==> config.mk <==
export PLATFORM = sky130hd
export DESIGN_NAME = gc_apb_poller_flat
export DESIGN_NICKNAME = d
export VERILOG_FILES = /design/src/rtl/gc_apb_poller_if.sv /design/src/rtl/gc_apb_poller.sv /design/src/flat_wrapper.sv
export SDC_FILE = /design/constraint.sdc
export NUM_CORES = 1
export LEC_CHECK = 0
export ABC_AREA = 1
export CAP_MARGIN = 20
export CORE_MARGIN = 2
export CORE_UTILIZATION = 52
export DETAILED_ROUTE_END_ITERATION = 7
export HOLD_SLACK_MARGIN = 0.15
export PLACE_DENSITY = 0.82
export SYNTH_ARGS = -nofsm -noshare
export SYNTH_HDL_FRONTEND = slang
export SYNTH_SLANG_ARGS = --single-unit
==> constraint.sdc <==
create_clock -name pclk -period 5.4 [get_ports pclk]
set_clock_uncertainty 0.05 [all_clocks]
set_input_delay 0.54 -clock pclk [delete_from_list [all_inputs] [get_ports pclk]]
set_output_delay 0.54 -clock pclk [all_outputs]
set_load 0.1 [all_outputs]
==> src/rtl/gc_apb_poller_if.sv <==
// APB3 bus bundle between the MSS fabric master and gc_apb_poller.
interface gc_apb_poller_if;
  logic        psel;
  logic        penable;
  logic        pwrite;
  logic [7:0]  paddr;
  logic [31:0] pwdata;
  logic [31:0] prdata;
  logic        pready;
  logic        pslverr;

  modport master (
    output psel, penable, pwrite, paddr, pwdata,
    input  prdata, pready, pslverr
  );

  modport slave (
    input  psel, penable, pwrite, paddr, pwdata,
    output prdata, pready, pslverr
  );
endinterface

==> src/rtl/gc_apb_poller.sv <==
// GameCube controller poller: APB3 register slave that sends the 24-bit poll
// command on the open-drain line and captures the 64-bit response.
// Optional macro GC_AUTOPOLL_EN adds CTRL.AUTO and a periodic internal START.
module gc_apb_poller #(
  parameter int unsigned CLK_PER_US     = 100,
  parameter int unsigned RX_TIMEOUT_US  = 200,
  parameter int unsigned POLL_PERIOD_US = 8000
) (
  input  logic           pclk,
  input  logic           preset,
  gc_apb_poller_if.slave apb,
  input  logic           gc_in,
  output logic           gc_oe,
  output logic           irq
);
  localparam int unsigned Us1    = CLK_PER_US;
  localparam int unsigned Us2    = 2 * CLK_PER_US;
  localparam int unsigned Us3    = 3 * CLK_PER_US;
  localparam int unsigned Us4    = 4 * CLK_PER_US;
  localparam int unsigned ToCyc  = RX_TIMEOUT_US * CLK_PER_US;
  localparam int unsigned CntMax = (ToCyc > Us4) ? ToCyc : Us4;
  localparam int unsigned CntW   = $clog2(CntMax + 1);

  typedef logic [CntW-1:0] cnt_t;
  typedef enum logic [2:0] {
    StIdle, StTxLow, StTxHigh, StTxStop, StRxWait, StRxSample, StRxStop
  } state_t;

  state_t      state_q, state_d;
  cnt_t        cnt_q, cnt_d;
  logic [6:0]  bit_q, bit_d;
  logic [23:0] tx_q, tx_d;
  logic [63:0] stage_q, stage_d, data_q, data_d;
  logic        edge_q, edge_d, oe_d;
  logic        gc_s1_q, gc_s2_q, gc_prev_q, fall;
  logic        rumble_q, rumble_d, irq_en_q, irq_en_d;
  logic        done_q, done_d, timeout_q, timeout_d;
  logic        fin_done, fin_to, busy, start_req, start_go;
  logic        wr_en, mapped, ctrl_wr, stat_wr, auto_bit, auto_tick;
  logic [31:0] rdata;

  assign fall    = gc_prev_q & ~gc_s2_q;
  assign busy    = (state_q != StIdle);
  assign wr_en   = apb.psel & apb.penable & apb.pwrite;
  assign mapped  = (apb.paddr[7:4] == 4'h0);
  assign ctrl_wr = wr_en & mapped & (apb.paddr[3:2] == 2'd0);
  assign stat_wr = wr_en & mapped & (apb.paddr[3:2] == 2'd1);

`ifdef GC_AUTOPOLL_EN
  localparam int unsigned PollCyc = POLL_PERIOD_US * CLK_PER_US;
  localparam int unsigned PollW   = $clog2(PollCyc + 1);
  logic             auto_q, auto_d;
  logic [PollW-1:0] poll_q, poll_d;

  // Poll timer runs only while AUTO is set and reloads on every tick.
  always_comb begin
    auto_d    = ctrl_wr ? apb.pwdata[3] : auto_q;
    auto_tick = 1'b0;
    poll_d    = '0;
    if (auto_q) begin
      if (poll_q == PollW'(PollCyc - 1)) auto_tick = 1'b1;
      else                               poll_d    = poll_q + 1'b1;
    end
  end

  // Auto-poll state registers.
  always_ff @(posedge pclk or posedge preset) begin
    if (preset) begin
      auto_q <= 1'b0;
      poll_q <= '0;
    end else begin
      auto_q <= auto_d;
      poll_q <= poll_d;
    end
  end

  assign auto_bit = auto_q;
`else
  assign auto_bit  = 1'b0;
  assign auto_tick = 1'b0;
`endif

  assign start_req = (ctrl_wr & apb.pwdata[0]) | auto_tick;
  assign start_go  = start_req & ~busy;
  // New RUMBLE takes effect in the same write that issues START.
  assign rumble_d  = ctrl_wr ? apb.pwdata[1] : rumble_q;
  assign irq_en_d  = ctrl_wr ? apb.pwdata[2] : irq_en_q;

  // 2-flop synchronizer plus one history flop for falling-edge detection.
  always_ff @(posedge pclk or posedge preset) begin
    if (preset) begin
      gc_s1_q   <= 1'b0;
      gc_s2_q   <= 1'b0;
      gc_prev_q <= 1'b0;
    end else begin
      gc_s1_q   <= gc_in;
      gc_s2_q   <= gc_s1_q;
      gc_prev_q <= gc_s2_q;
    end
  end

  // Transfer FSM: next state, bit timer, shift registers and line drive.
  always_comb begin
    state_d  = state_q;
    cnt_d    = cnt_q + cnt_t'(1);
    bit_d    = bit_q;
    tx_d     = tx_q;
    stage_d  = stage_q;
    data_d   = data_q;
    edge_d   = edge_q;
    oe_d     = 1'b0;
    fin_done = 1'b0;
    fin_to   = 1'b0;
    unique case (state_q)
      StIdle: begin
        cnt_d = '0;
        if (start_go) begin
          tx_d    = {16'h4003, 7'h00, rumble_d};
          bit_d   = '0;
          state_d = StTxLow;
        end
      end
      StTxLow: begin
        oe_d = 1'b1;
        if (cnt_q == (tx_q[23] ? cnt_t'(Us1 - 1) : cnt_t'(Us3 - 1))) state_d = StTxHigh;
      end
      StTxHigh: begin
        // Timer keeps running from the low phase so each bit is exactly 4 us.
        if (cnt_q == cnt_t'(Us4 - 1)) begin
          cnt_d = '0;
          if (bit_q == 7'd23) begin
            state_d = StTxStop;
          end else begin
            bit_d   = bit_q + 7'd1;
            tx_d    = {tx_q[22:0], 1'b0};
            state_d = StTxLow;
          end
        end
      end
      StTxStop: begin
        oe_d = (cnt_q < cnt_t'(Us1));
        if (cnt_q == cnt_t'(Us4 - 1)) begin
          cnt_d   = '0;
          bit_d   = '0;
          state_d = StRxWait;
        end
      end
      StRxWait: begin
        if (fall) begin
          cnt_d   = '0;
          state_d = StRxSample;
        end else if (cnt_q == cnt_t'(ToCyc - 1)) begin
          fin_to  = 1'b1;
          state_d = StIdle;
        end
      end
      StRxSample: begin
        if (cnt_q == cnt_t'(Us2 - 1)) begin
          stage_d = {stage_q[62:0], gc_s2_q};
          bit_d   = bit_q + 7'd1;
          cnt_d   = '0;
          edge_d  = 1'b0;
          state_d = (bit_q == 7'd63) ? StRxStop : StRxWait;
        end
      end
      StRxStop: begin
        if (!edge_q) begin
          if (fall) begin
            edge_d = 1'b1;
            cnt_d  = '0;
          end else if (cnt_q == cnt_t'(ToCyc - 1)) begin
            fin_to  = 1'b1;
            state_d = StIdle;
          end
        end else if (cnt_q == cnt_t'(Us2 - 1)) begin
          data_d   = stage_q;
          fin_done = 1'b1;
          state_d  = StIdle;
        end
      end
      default: state_d = StIdle;
    endcase
  end

  // Status flags: START clears, W1C clears, FSM set wins over W1C.
  always_comb begin
    done_d    = done_q;
    timeout_d = timeout_q;
    if (start_go) begin
      done_d    = 1'b0;
      timeout_d = 1'b0;
    end
    if (stat_wr && apb.pwdata[1]) done_d    = 1'b0;
    if (stat_wr && apb.pwdata[2]) timeout_d = 1'b0;
    if (fin_done)                 done_d    = 1'b1;
    if (fin_to)                   timeout_d = 1'b1;
  end

  // All state registers; gc_oe clears asynchronously with PRESET.
  always_ff @(posedge pclk or posedge preset) begin
    if (preset) begin
      state_q   <= StIdle;
      cnt_q     <= '0;
      bit_q     <= '0;
      tx_q      <= '0;
      stage_q   <= '0;
      data_q    <= '0;
      edge_q    <= 1'b0;
      gc_oe     <= 1'b0;
      rumble_q  <= 1'b0;
      irq_en_q  <= 1'b0;
      done_q    <= 1'b0;
      timeout_q <= 1'b0;
    end else begin
      state_q   <= state_d;
      cnt_q     <= cnt_d;
      bit_q     <= bit_d;
      tx_q      <= tx_d;
      stage_q   <= stage_d;
      data_q    <= data_d;
      edge_q    <= edge_d;
      gc_oe     <= oe_d;
      rumble_q  <= rumble_d;
      irq_en_q  <= irq_en_d;
      done_q    <= done_d;
      timeout_q <= timeout_d;
    end
  end

  // Combinational read decode for the access phase.
  always_comb begin
    rdata = '0;
    unique case (apb.paddr[3:2])
      2'd0: rdata = {28'h0, auto_bit, irq_en_q, rumble_q, 1'b0};
      2'd1: rdata = {29'h0, timeout_q, done_q, busy};
      2'd2: rdata = data_q[63:32];
      2'd3: rdata = data_q[31:0];
      default: rdata = '0;
    endcase
  end

  assign apb.prdata  = (apb.psel & apb.penable & ~apb.pwrite & mapped) ? rdata : 32'h0;
  assign apb.pready  = 1'b1;
  assign apb.pslverr = apb.psel & apb.penable & ~mapped;
  assign irq         = done_q & irq_en_q;
endmodule

==> src/flat_wrapper.sv <==
// flat-port wrapper written by rule: the top's interface ports become plain ports
module gc_apb_poller_flat 
#(
  parameter int unsigned CLK_PER_US     = 100,
  parameter int unsigned RX_TIMEOUT_US  = 200,
  parameter int unsigned POLL_PERIOD_US = 8000
)
  (pclk, preset, gc_in, gc_oe, irq, apb_psel, apb_penable, apb_pwrite, apb_paddr, apb_pwdata, apb_prdata, apb_pready, apb_pslverr);
  gc_apb_poller_if apb_i ();
  input  logic pclk;
  input  logic preset;
  input  logic gc_in;
  output logic gc_oe;
  output logic irq;
  input wire logic [$bits(apb_i.psel)-1:0] apb_psel;
  input wire logic [$bits(apb_i.penable)-1:0] apb_penable;
  input wire logic [$bits(apb_i.pwrite)-1:0] apb_pwrite;
  input wire logic [$bits(apb_i.paddr)-1:0] apb_paddr;
  input wire logic [$bits(apb_i.pwdata)-1:0] apb_pwdata;
  output wire logic [$bits(apb_i.prdata)-1:0] apb_prdata;
  output wire logic [$bits(apb_i.pready)-1:0] apb_pready;
  output wire logic [$bits(apb_i.pslverr)-1:0] apb_pslverr;
  assign apb_i.psel = apb_psel;
  assign apb_i.penable = apb_penable;
  assign apb_i.pwrite = apb_pwrite;
  assign apb_i.paddr = apb_paddr;
  assign apb_i.pwdata = apb_pwdata;
  assign apb_prdata = apb_i.prdata;
  assign apb_pready = apb_i.pready;
  assign apb_pslverr = apb_i.pslverr;
  gc_apb_poller #(.CLK_PER_US(CLK_PER_US), .RX_TIMEOUT_US(RX_TIMEOUT_US), .POLL_PERIOD_US(POLL_PERIOD_US)) u_core (.pclk(pclk), .preset(preset), .apb(apb_i), .gc_in(gc_in), .gc_oe(gc_oe), .irq(irq));
endmodule
Yosys cells after proc, flatten, opt, wreduce, memory -nomap -nowiden
Cells that the tools add are included.

Register bits after elaboration: 186. Input port bits: 46. Output and inout port bits: 36. Logic and storage cells: 124.

Add/subtract/negate cells: 2. Magnitude comparators: 1. Equal/unequal tests: 23. Mux-type cells: 49. Bitwise gates (word level): 16. Reductions and logical operators: 18.

Operators with widths (number): case mux 32 bit (4 select lines) (1); case mux 15 bit (5 select lines) (1); 2-to-1 mux 24 bit (3); 2-to-1 mux 15 bit (4); case mux 24 bit (2 select lines) (1); 2-to-1 mux 7 bit (5); 2-to-1 mux 32 bit (1); 2-to-1 mux 3 bit (10); case mux 7 bit (4 select lines) (1); case mux 3 bit (7 select lines) (1); adder 15 x 1 -> 15 bit (second input constant) (1); == test 15 bit (1); == test 15 bit (second input constant) (1); == test 15 x 8 -> 1 bit (second input constant) (1); == test 15 x 9 -> 1 bit (second input constant) (1); less-than comparator 15 x 7 -> 1 bit (second input constant) (1); 2-to-1 mux 1 bit (15); AND 1 bit (12); != test 2 x 1 -> 1 bit (second input constant) (5); == test 3 bit (second input constant) (3); 2-to-1 mux 9 bit (1); nonzero test 3 bit (3); adder 7 x 1 -> 7 bit (second input constant) (1); == test 7 x 5 -> 1 bit (second input constant) (1); other kinds (23) (34).

Depth between registers and ports, before layout
Gate-level depths: netlist of the first run.

Word-level depth: 9. Gate-level depth with buffers: 12. Mapped depth without buffers: 12.

Worst setup path before layout of the first run
Ideal clock, no wire load.

Path kind: input-to-output. From: input port apb_paddr[3]. To: output port apb_prdata[2]. Arrival time: 2.712 ns. Data required time: 4.810 ns. Path slack: 2.098 ns. Stages on the path: 5. Buffers on the path: 1. Path through: inv_1 -> nor2_1 -> clkbuf_1 -> nand2_1 -> a41oi_1.

Word-level cells in the longest chain between the ends: 3. Elaborated cells on any way between the ends: 6. Classes of those cells: eq/ne (3); mux (2); reduce/logical (1).

Ends and longest elaborated chain: from (decl) (line flat_wrapper.sv:18) `input wire logic [$bits(apb_i.paddr)-1:0] apb_paddr;`; == test 2 bit, or another cell as far along (line gc_apb_poller.sv:233) `unique case (apb.paddr[3:2])`; case mux 32 bit (4 select lines) (*) (line gc_apb_poller.sv:233); 2-to-1 mux 32 bit (*) (line gc_apb_poller.sv:242) `assign apb.prdata = (apb.psel & apb.penable & ~apb.pwrite & mapped) ? rdata : 32'h0;`; to (decl) (line flat_wrapper.sv:20) `output wire logic [$bits(apb_i.prdata)-1:0] apb_prdata;`.

Mark *: on every way between the ends. The rest lies on a longest branch, timed or not.

Final worst setup path of the first run
From: input port apb_paddr[2]. To: output port apb_prdata[30].

Same word-level chain as after synthesis.

==> run metrics, run 1 <==
Crit. End Element=primary output; DR vias=6464; Initial Util=0.527; async set-reset flop share out of synthesis=1.00; post-cts sizing count=0; Max-slew headroom=0.325; ANT cells=0; CP arrival=3.01 ns; max_cap viols=0; Final Hold Viols=0; Lkg Pwr=0.00412 uW; die area=0.0177 mm2; layout cells sized above 1=0.138; Core ar.=0.0164 mm2; syn nets=1047; data required time of the critical path=4.81 ns; GRT Util Overall=0.199; Worst-Margin Slew=1.01 ns; GR peak layer=met2; Setup TNS=0 ns; CTS tree=yes; postcts setup bufs=0; DRT iter0 DRCs=545; setup slack at placement=1.37 ns; status=finished clean; GR Util met2=0.325; IO Port Bufs=49; first-pass GRT wire length=28800 um; RSZ-0062 raised after global routing=false; # DRC=0; number of synthesized flops with an enable pin=0; post-layout util=0.592; fin crit period=3.60 ns; Highest Clock Rate=277 MHz; Mapped Area=0.00865 mm2; Yosys warning count=0; CTS root buffer=clkbuf_16; Sequential Area=0.00465 mm2; Unique masters post-synth=39; pin count of the biggest net entering global routing=187; vias in the first global route=6246; met1 global-route usage=0.261; row cnt=47; area of the multi-input gates=0.00326 mm2; Syn Area/Cell=8.66 um2; initial antenna violation count=0; CTS H-Tree Depth=4; Final Setup Violations=0; hold_ws=0.300 ns; Worst VDD drop=0.250 mV; final period utilization=0.668; final antenna-violating net count=0; # clock sinks=186; Power Density=346 mW/mm2; I/O pins=82; sequential area share after synthesis=0.538; Clock transition at path regs=0.07 ns; grt ovf=0; CP max FO=32; Die Span X=133 um; top cell type's share of synthesized area=0.538; Setup CP Type=primary input to primary output; WL per Instance=13.1 um; synth top area cells=dfrtp_1, nand2_1, o21ai_1; met3 usage=0.0487; Nets=1075; Gate Count Post-Synth=999; vias per cell=5.13; final wirelength=16500 um; detailed placement HPWL=10300 um; Yosys top cell by area=dfrtp_1; clk_lat worst skew=0.44 ns; startpoint class of the critical path=primary input; hold_buf cts=0; Die Y=133 um; FF+latch count, synth=186; final std cells w/o fill=1260; placer congestion estimate=0.911; Slew Viols, Final=0; final setup margin=1.80 ns; HP Class=register to register; DR pass1 iterations=5; clock buffer depth=2; # fillers=1392; Most used DFF post-synth=dfrtp_1; placed insts=1227; Area Overhead vs Synth=12.4%; total CTS buffers=17
path summary, 6_finish.rpt:
check | start | end | slack, ns | cells after the start
min in group asynchronous | preset | u_core.data_q[37] | 0.65 | 3
max in group asynchronous | preset | u_core.stage_q[63] | 3.87 | 3
max reg2reg | u_core.cnt_q[0] | u_core.data_q[18] | 2.73 | 9
min | u_core.gc_s1_q | u_core.gc_s2_q | 0.30 | 0
max | apb_paddr[2] | apb_prdata[30] | 1.80 | 7
min reg2reg | u_core.gc_s1_q | u_core.gc_s2_q | 0.30 | 0
cell usage after synthesis (2+ instances only):
cell and number:
a21oi_1 32, a41oi_1 2, buf_1 3, buf_12 3, buf_2 16, buf_6 14
clkbuf_1 10, dfrtp_1 186, ha_1 2, inv_1 99, inv_2 3, nand2_1 296
nand2_2 20, nand2_4 2, nand3_1 32, nand3_2 4, nand4_1 4, nor2_1 68
nor2_2 7, nor2_4 5, nor3_1 4, o21ai_0 37, o21ai_1 79, o21ai_2 45
o21bai_1 4, xor2_1 9
final cells by class:
class                   count  area share
well taps                 220      0.0283
repair buffers             57      0.0572
clock buffers              18      0.0452
inverters                 103      0.0402
clock inverters            14      0.0143
multi-input cells         662       0.336
flip-flops and latches    186       0.479
layout by cell type, fill, tap and decap left out, drive strengths merged, types with 2 or more instances in the layout:
master	n
o21ai	161
buf	19
ha	2
inv	106
clkdlybuf4s50	38
xor2	9
nand2	318
dfrtp	186
a41oi	2
nor2	80
clkbuf	18
a21oi	32
clkinvlp	2
nor3	5
nand3	37
clkinv	8
o21bai	4
nand4	5
worst max-delay path: stages:
cell,delay (ns)
clkdlybuf4s50_1,0.53
nand2_1,0.07
inv_1,0.05
buf_4,0.34
nand2_1,0.09
a21oi_1,0.22
clkdlybuf4s50_1,1.16
registers in the layout (all words and copies together), names as in the netlist, 3 cells and up:
name and flops:
u_core.cnt_q 15, u_core.state_q 3, u_core.stage_q 64, u_core.data_q 64
u_core.bit_q 7, u_core.tx_q 24
layer usage:
layer / routed length (um) / vias to the layer above
li1: - / 3227
met1: 7480 / 3085
met2: 8090 / 115
met3: 572 / 37
met4: 302 / 0
met5: 0 / -
stage by stage:
stage / power (uW) / cell area, um2
6_report: 3370 / 9720
2_1_floorplan: 2120 / 8650
3_5_place_dp: 2160 / 9110
3_3_place_gp: 2150 / 9110
4_1_cts: 3390 / 9690
5_1_grt: 3530 / 9720
cells by family after synthesis:
| kind of cell | after synthesis | synth area share |
|---|---|---|
| muxes | 1 | 0.00130 |
| xor gates and xnor gates | 9 | 0.00912 |
| and+or+nand+nor | 447 | 0.222 |
| other | 1 | 0.000434 |
| DFF | 186 | 0.538 |
| adders and majority gates | 2 | 0.00289 |
| buffers and inverters | 151 | 0.0865 |
| AOI/OAI and AO/OA | 202 | 0.139 |
where the power goes:
group          leakage (uW)  switching, uW  internal [uW]  total [uW]
combinational       0.00127            467            166         634
sequential          0.00256           59.0           1450        1510
clock              0.000285            562            658        1220
total               0.00412           1090           2280        3370
Power figures use the tool's default switching activity.
==> run 2, diff against run 1 <==
CORE_UTILIZATION = 57   (was 52)
PLACE_DENSITY = 0.85   (was 0.82)
clock period = 3.41 ns   (was 5.4 ns; I/O delays follow)
==> run 2 against run 1 <==
Effect of this change:
- wire length increased by 3.0%
- register-to-register slack worse by 1.8 ns
- non-clock buffer count up 8
- total power increased by 58%
- via count increased by 1.4%
- critical path depth stayed put
- clock-buffer cell count increased by 3
- cell count shrank 2.3%
- first-iteration DRC count down 8.4%
==> run metrics, run 2 (synthesis gave the netlist of run 1 again) <==
Final Hold Viols=0 (unchanged); Worst-Margin Slew=0.966 ns (was 1.01 ns); clock buffer depth=2 (unchanged); met3 WL=616 um (was 572 um); Nets=1083 (was 1075); GRT Util Overall=0.230 (was 0.199); Max stage delay on crit path=0.53 ns (was 1.16 ns); switching portion of total power=0.305 (was 0.323); initial antenna violation count=0 (unchanged); post-cts sizing count=0 (unchanged); DRT iter0 DRCs=499 (was 545); final wirelength=17000 um (was 16500 um); startpoint class of the critical path=primary input (unchanged); Initial Util=0.575 (was 0.527); pin count of the biggest net entering global routing=60 (was 187); sequential power share=0.450 (was 0.449); Max-slew headroom=0.354 (was 0.325); post-route cell area=0.0101 mm2 (was 0.00972 mm2); row cnt=45 (was 47); Worst VDD drop=0.448 mV (was 0.250 mV); placed cell area=0.00953 mm2 (was 0.00911 mm2); Highest Clock Rate=363 MHz; total CTS buffers=17 (unchanged); cell mode on critical path=nand2_1; Logic pwr share=0.190 (was 0.188); DR WL met2=8320 um (was 8090 um); commonest non-fill, non-tap cell in the layout=nand2_1 (unchanged); placed insts=1203 (was 1227); I/O pins=82 (unchanged); clock share of power=0.359 (was 0.362); detailed placement HPWL=11000 um (was 10300 um); vias per cell=5.32 (was 5.13); Core ar.=0.0150 mm2 (was 0.0164 mm2); crit-path cells=clkdlybuf4s50_1, nand2_1, inv_1, buf_4, nand2_1, a21oi_1, buf_12 (was clkdlybuf4s50_1, nand2_1, inv_1, buf_4, nand2_1, a21oi_1, clkdlybuf4s50_1); data required time of the critical path=3.02 ns (was 4.81 ns); Crit. End Element=primary output (unchanged); internal cell power=3700 uW (was 2280 uW); # clock sinks=186 (unchanged); CTS tree=yes (unchanged); fin crit period=2.75 ns; final std cells w/o fill=1231 (was 1260); CP arrival=2.36 ns (was 3.01 ns); Regs by FF count=u_core.data_q: 64 flops, u_core.stage_q: 64 flops, u_core.tx_q: 24 flops (unchanged); ANT cells=0 (unchanged); placer congestion estimate=0.914 (was 0.911); CP max FO=17 (was 32); IO Port Bufs=49 (unchanged); DR vias=6555 (was 6464); final period utilization=0.807; # fillers=1104 (was 1392); Setup TNS=0 ns (unchanged); max_cap viols=0 (unchanged); WL per Instance=13.8 um (was 13.1 um); final antenna-violating net count=0 (unchanged); RSZ-0062 raised after global routing=false (unchanged); Final Setup Violations=0 (unchanged); die area=0.0162 mm2 (was 0.0177 mm2); Top Layer Used=met4 (unchanged); CTS H-Tree Depth=4 (unchanged); CTS root buffer=clkbuf_16 (unchanged); switching power=1630 uW (was 1090 uW); Setup CP Type=primary input to primary output (unchanged); FF-to-FF Start=u_core.cnt_q[0] (unchanged); Power Density=527 mW/mm2 (was 346 mW/mm2); first-pass GRT wire length=30200 um (was 28800 um); hold_buf cts=0 (unchanged); Area Overhead vs Synth=16.9% (was 12.4%); Lkg Pwr=0.00429 uW (was 0.00412 uW); vias in the first global route=6489 (was 6246); DR pass1 iterations=6 (was 5); Worst R2R Setup Slack=0.94 ns (was 2.73 ns); PnR Total Power=5330 uW (was 3370 uW); most frequent cells in the layout=nand2_1, dfrtp_1, inv_1 (unchanged); hold_ws=0.247 ns (was 0.300 ns); HP Class=primary input to asynchronous set/reset pin (was register to register); grt ovf=0 (unchanged); status=finished clean (unchanged); CP Launch Point=apb_paddr[2] (unchanged); slowest CP cell=clkdlybuf4s50_1 (unchanged); Die Span X=127 um (was 133 um); clk_lat worst skew=0.43 ns (was 0.44 ns); postcts setup bufs=0 (unchanged); # DRC=0 (unchanged); Die Y=127 um (was 133 um); Clock transition at path regs=0.06 ns (was 0.07 ns); layout cells sized above 1=0.160 (was 0.138); Slew Viols, Final=0 (unchanged); M1 WL=7630 um (was 7480 um)
==> run 2: critical path, delay by kind of cell <==
family | cells | cell delay [ns]
AOI/OAI and AO/OA | 1 | 0.30
buffers and inverters | 4 | 1.56
and+or+nand+nor | 2 | 0.13
==> run 2: final cells by class <==
type / instances / area (um2) / area share
Clock buffer: 21 / 470 / 0.0465
Clock inverter: 6 / 90.1 / 0.00891
Inverter: 103 / 390 / 0.0386
Multi-Input combinational cell: 662 / 3260 / 0.323
Sequential cell: 186 / 4650 / 0.461
Tap cell: 188 / 235 / 0.0233
Timing Repair Buffer: 65 / 1000 / 0.0993
==> run 2: power groups by stage <==
stage          Clock, uW  Sequential, uW  Combinational, uW
2_1_floorplan          0            2460                894
3_3_place_gp           0            2430                980
3_5_place_dp           0            2440               1000
4_1_cts             1950            2400               1020
5_1_grt             2040            2410               1140
6_report            1910            2400               1010
==> run 2: per-stage QoR <==
stage,worst slack [ns],util
2_1_floorplan,0.506,-
6_report,0.659,0.672
3_3_place_gp,0.727,0.634
4_1_cts,0.642,0.671
3_5_place_dp,0.666,0.634
5_1_grt,0.578,0.672
==> run 2: final timing paths <==
check,cells past startpoint,endpoint
max,7,apb_prdata[13]
min,2,u_core.stage_q[39]
min in group pclk,0,u_core.gc_s2_q
min reg2reg,0,u_core.gc_s2_q
max in group asynchronous,4,u_core.data_q[56]
max reg2reg,9,u_core.data_q[11]
==> run 2: routing by layer <==
metal	global-route usage	vias to the layer above
met5	0	-
met2	0.378	131
met4	0.0802	0
met3	0.0486	36
li1	-	3231
met1	0.307	3157
==> run 3, diff against run 2 <==
clock period = 2.85 ns   (was 3.41 ns; I/O delays follow)
==> run 3 against run 2 <==
Effect of this change:
- worst setup slack got worse by 0.27 ns
- via count decreased by 0.90%
- combinational power is 22% higher
- wire length down 2.1%
==> run metrics, run 3 (synthesis gave the netlist of run 1 again) <==
GRT Util Overall=0.227 (was 0.230); Setup CP Type=register to primary output (was primary input to primary output); max_cap viols=0 (unchanged); Die Span X=127 um (unchanged); Die Y=127 um (unchanged); Clock transition at path regs=0.07 ns (was 0.06 ns); Worst-Margin Slew=0.634 ns (was 0.966 ns); clk_lat worst skew=0.44 ns (was 0.43 ns); Area Overhead vs Synth=16.4% (was 16.9%); hold_ws=0.246 ns (was 0.247 ns); placed cell area=0.00953 mm2 (about the same); Initial Util=0.575 (unchanged); area of the multi-input gates=0.00326 mm2 (unchanged); layout cells sized above 1=0.165 (was 0.160); Power Density=623 mW/mm2 (was 527 mW/mm2); I/O pins=82 (unchanged); detailed placement HPWL=10500 um (was 11000 um); startpoint class of the critical path=register (was primary input); final period utilization=0.864; DR vias=6496 (was 6555); # DRC=0 (unchanged); Worst Hold End=u_core.gc_s1_q; Lkg Pwr=0.00428 uW (was 0.00429 uW); Sequential Area=0.00465 mm2 (unchanged); commonest non-fill, non-tap cell in the layout=nand2_1 (unchanged); Nets=1080 (was 1083); CP arrival=2.13 ns (was 2.36 ns); Worst R2R Path Depth=9 (unchanged); clock buffer depth=2 (unchanged); fin crit period=2.46 ns; WL per Instance=13.5 um (was 13.8 um); Final Setup Violations=0 (unchanged); Slew Viols, Final=0 (unchanged); CTS tree=yes (unchanged); ANT cells=0 (unchanged); final wirelength=16600 um (was 17000 um); Core ar.=0.0150 mm2 (unchanged); vias in the first global route=6450 (was 6489); pin count of the biggest net entering global routing=119 (was 60); critical hold path startpoint=gc_in; PnR Total Power=6270 uW (was 5330 uW); placer congestion estimate=0.933 (was 0.914); row cnt=45 (unchanged); Max-slew headroom=0.577 (was 0.354); # fillers=1117 (was 1104); first-pass GRT wire length=29900 um (was 30200 um); final antenna-violating net count=0 (unchanged); HP Class=primary input to register (was primary input to asynchronous set/reset pin); IO Port Bufs=49 (unchanged); DR pass1 iterations=5 (was 6); FF-to-FF Start=u_core.cnt_q[0] (unchanged); Highest Clock Rate=406 MHz; Final Hold Viols=0 (unchanged); CP max FO=5 (was 17); Crit. End Element=primary output (unchanged); RSZ-0062 raised after global routing=false (unchanged); Worst R2R Setup Slack=0.51 ns (was 0.94 ns); status=finished clean (unchanged); FF-to-FF End=u_core.data_q[56] (was u_core.data_q[11]); most frequent cells in the layout=nand2_1, dfrtp_1, inv_1 (unchanged); vias per cell=5.27 (was 5.32); Setup TNS=0 ns (unchanged); CTS H-Tree Depth=4 (unchanged); DRT iter0 DRCs=516 (was 499); CTS root buffer=clkbuf_16 (unchanged); Regs by FF count=u_core.data_q: 64 flops, u_core.stage_q: 64 flops, u_core.tx_q: 24 flops (unchanged); WHS Path Cells=1; # clock sinks=186 (unchanged); Worst VDD drop=0.905 mV (was 0.448 mV); hold_buf cts=0 (unchanged); grt ovf=0 (unchanged); post-route cell area=0.0101 mm2 (about the same); data required time of the critical path=2.52 ns (was 3.02 ns); post-cts sizing count=0 (unchanged); initial antenna violation count=0 (unchanged); postcts setup bufs=0 (unchanged); total CTS buffers=17 (unchanged); die area=0.0162 mm2 (unchanged)
==> run 3: through the flow <==
stage	std cells	setup slack [ns]	util
2_1_floorplan	999	0.0584	-
3_3_place_gp	1201	0.563	0.634
3_5_place_dp	1201	0.527	0.634
4_1_cts	1233	0.402	0.670
5_1_grt	1233	0.203	0.670
6_report	1233	0.388	0.670
==> run 3: routing by layer <==
layer | part of all wire | track usage | vias up | wire [um]
met2 | 0.50 | 0.364 | 127 | 8250
met1 | 0.46 | 0.310 | 3131 | 7580
met3 | 0.031 | 0.0486 | 21 | 514
met5 | 0 | 0 | - | 0
li1 | - | - | 3217 | -
met4 | 0.015 | 0.0821 | 0 | 257
==> run 3: area by class of cell <==
| cell class | instances | area share |
|---|---|---|
| Clock buffer | 18 | 0.0436 |
| Clock inverter | 14 | 0.00957 |
| Inverter | 103 | 0.0388 |
| Multi-Input combinational cell | 662 | 0.324 |
| Sequential cell | 186 | 0.462 |
| Tap cell | 188 | 0.0234 |
| Timing Repair Buffer | 62 | 0.0982 |
==> run 3: how the worst max path moves through the flow <==
stage	start	end	slack, ns
after floorplan	apb_paddr[3]	apb_prdata[2]	0.06
after global placement	apb_paddr[2]	apb_prdata[1]	0.56
after detailed placement	u_core.cnt_q[0]	u_core.data_q[58]	0.53
after CTS	u_core.state_q[0]	apb_prdata[0]	0.40
after global routing	u_core.state_q[0]	apb_prdata[0]	0.20
final	u_core.state_q[0]	apb_prdata[0]	0.39
==> run 3: worst max-delay path, stage by stage, from the launching register on <==
cell and delay [ns]:
dfrtp_1 0.45, nor2_4 0.18, inv_1 0.11, nor2_1 0.22
nor2_1 0.09, a221oi_1 0.29, nor2_1 0.16, buf_12 0.20
==> run 3: power breakdown <==
part           switching, uW  internal [uW]
Clock                   1030           1140
Combinational            878            357
Sequential               115           2750
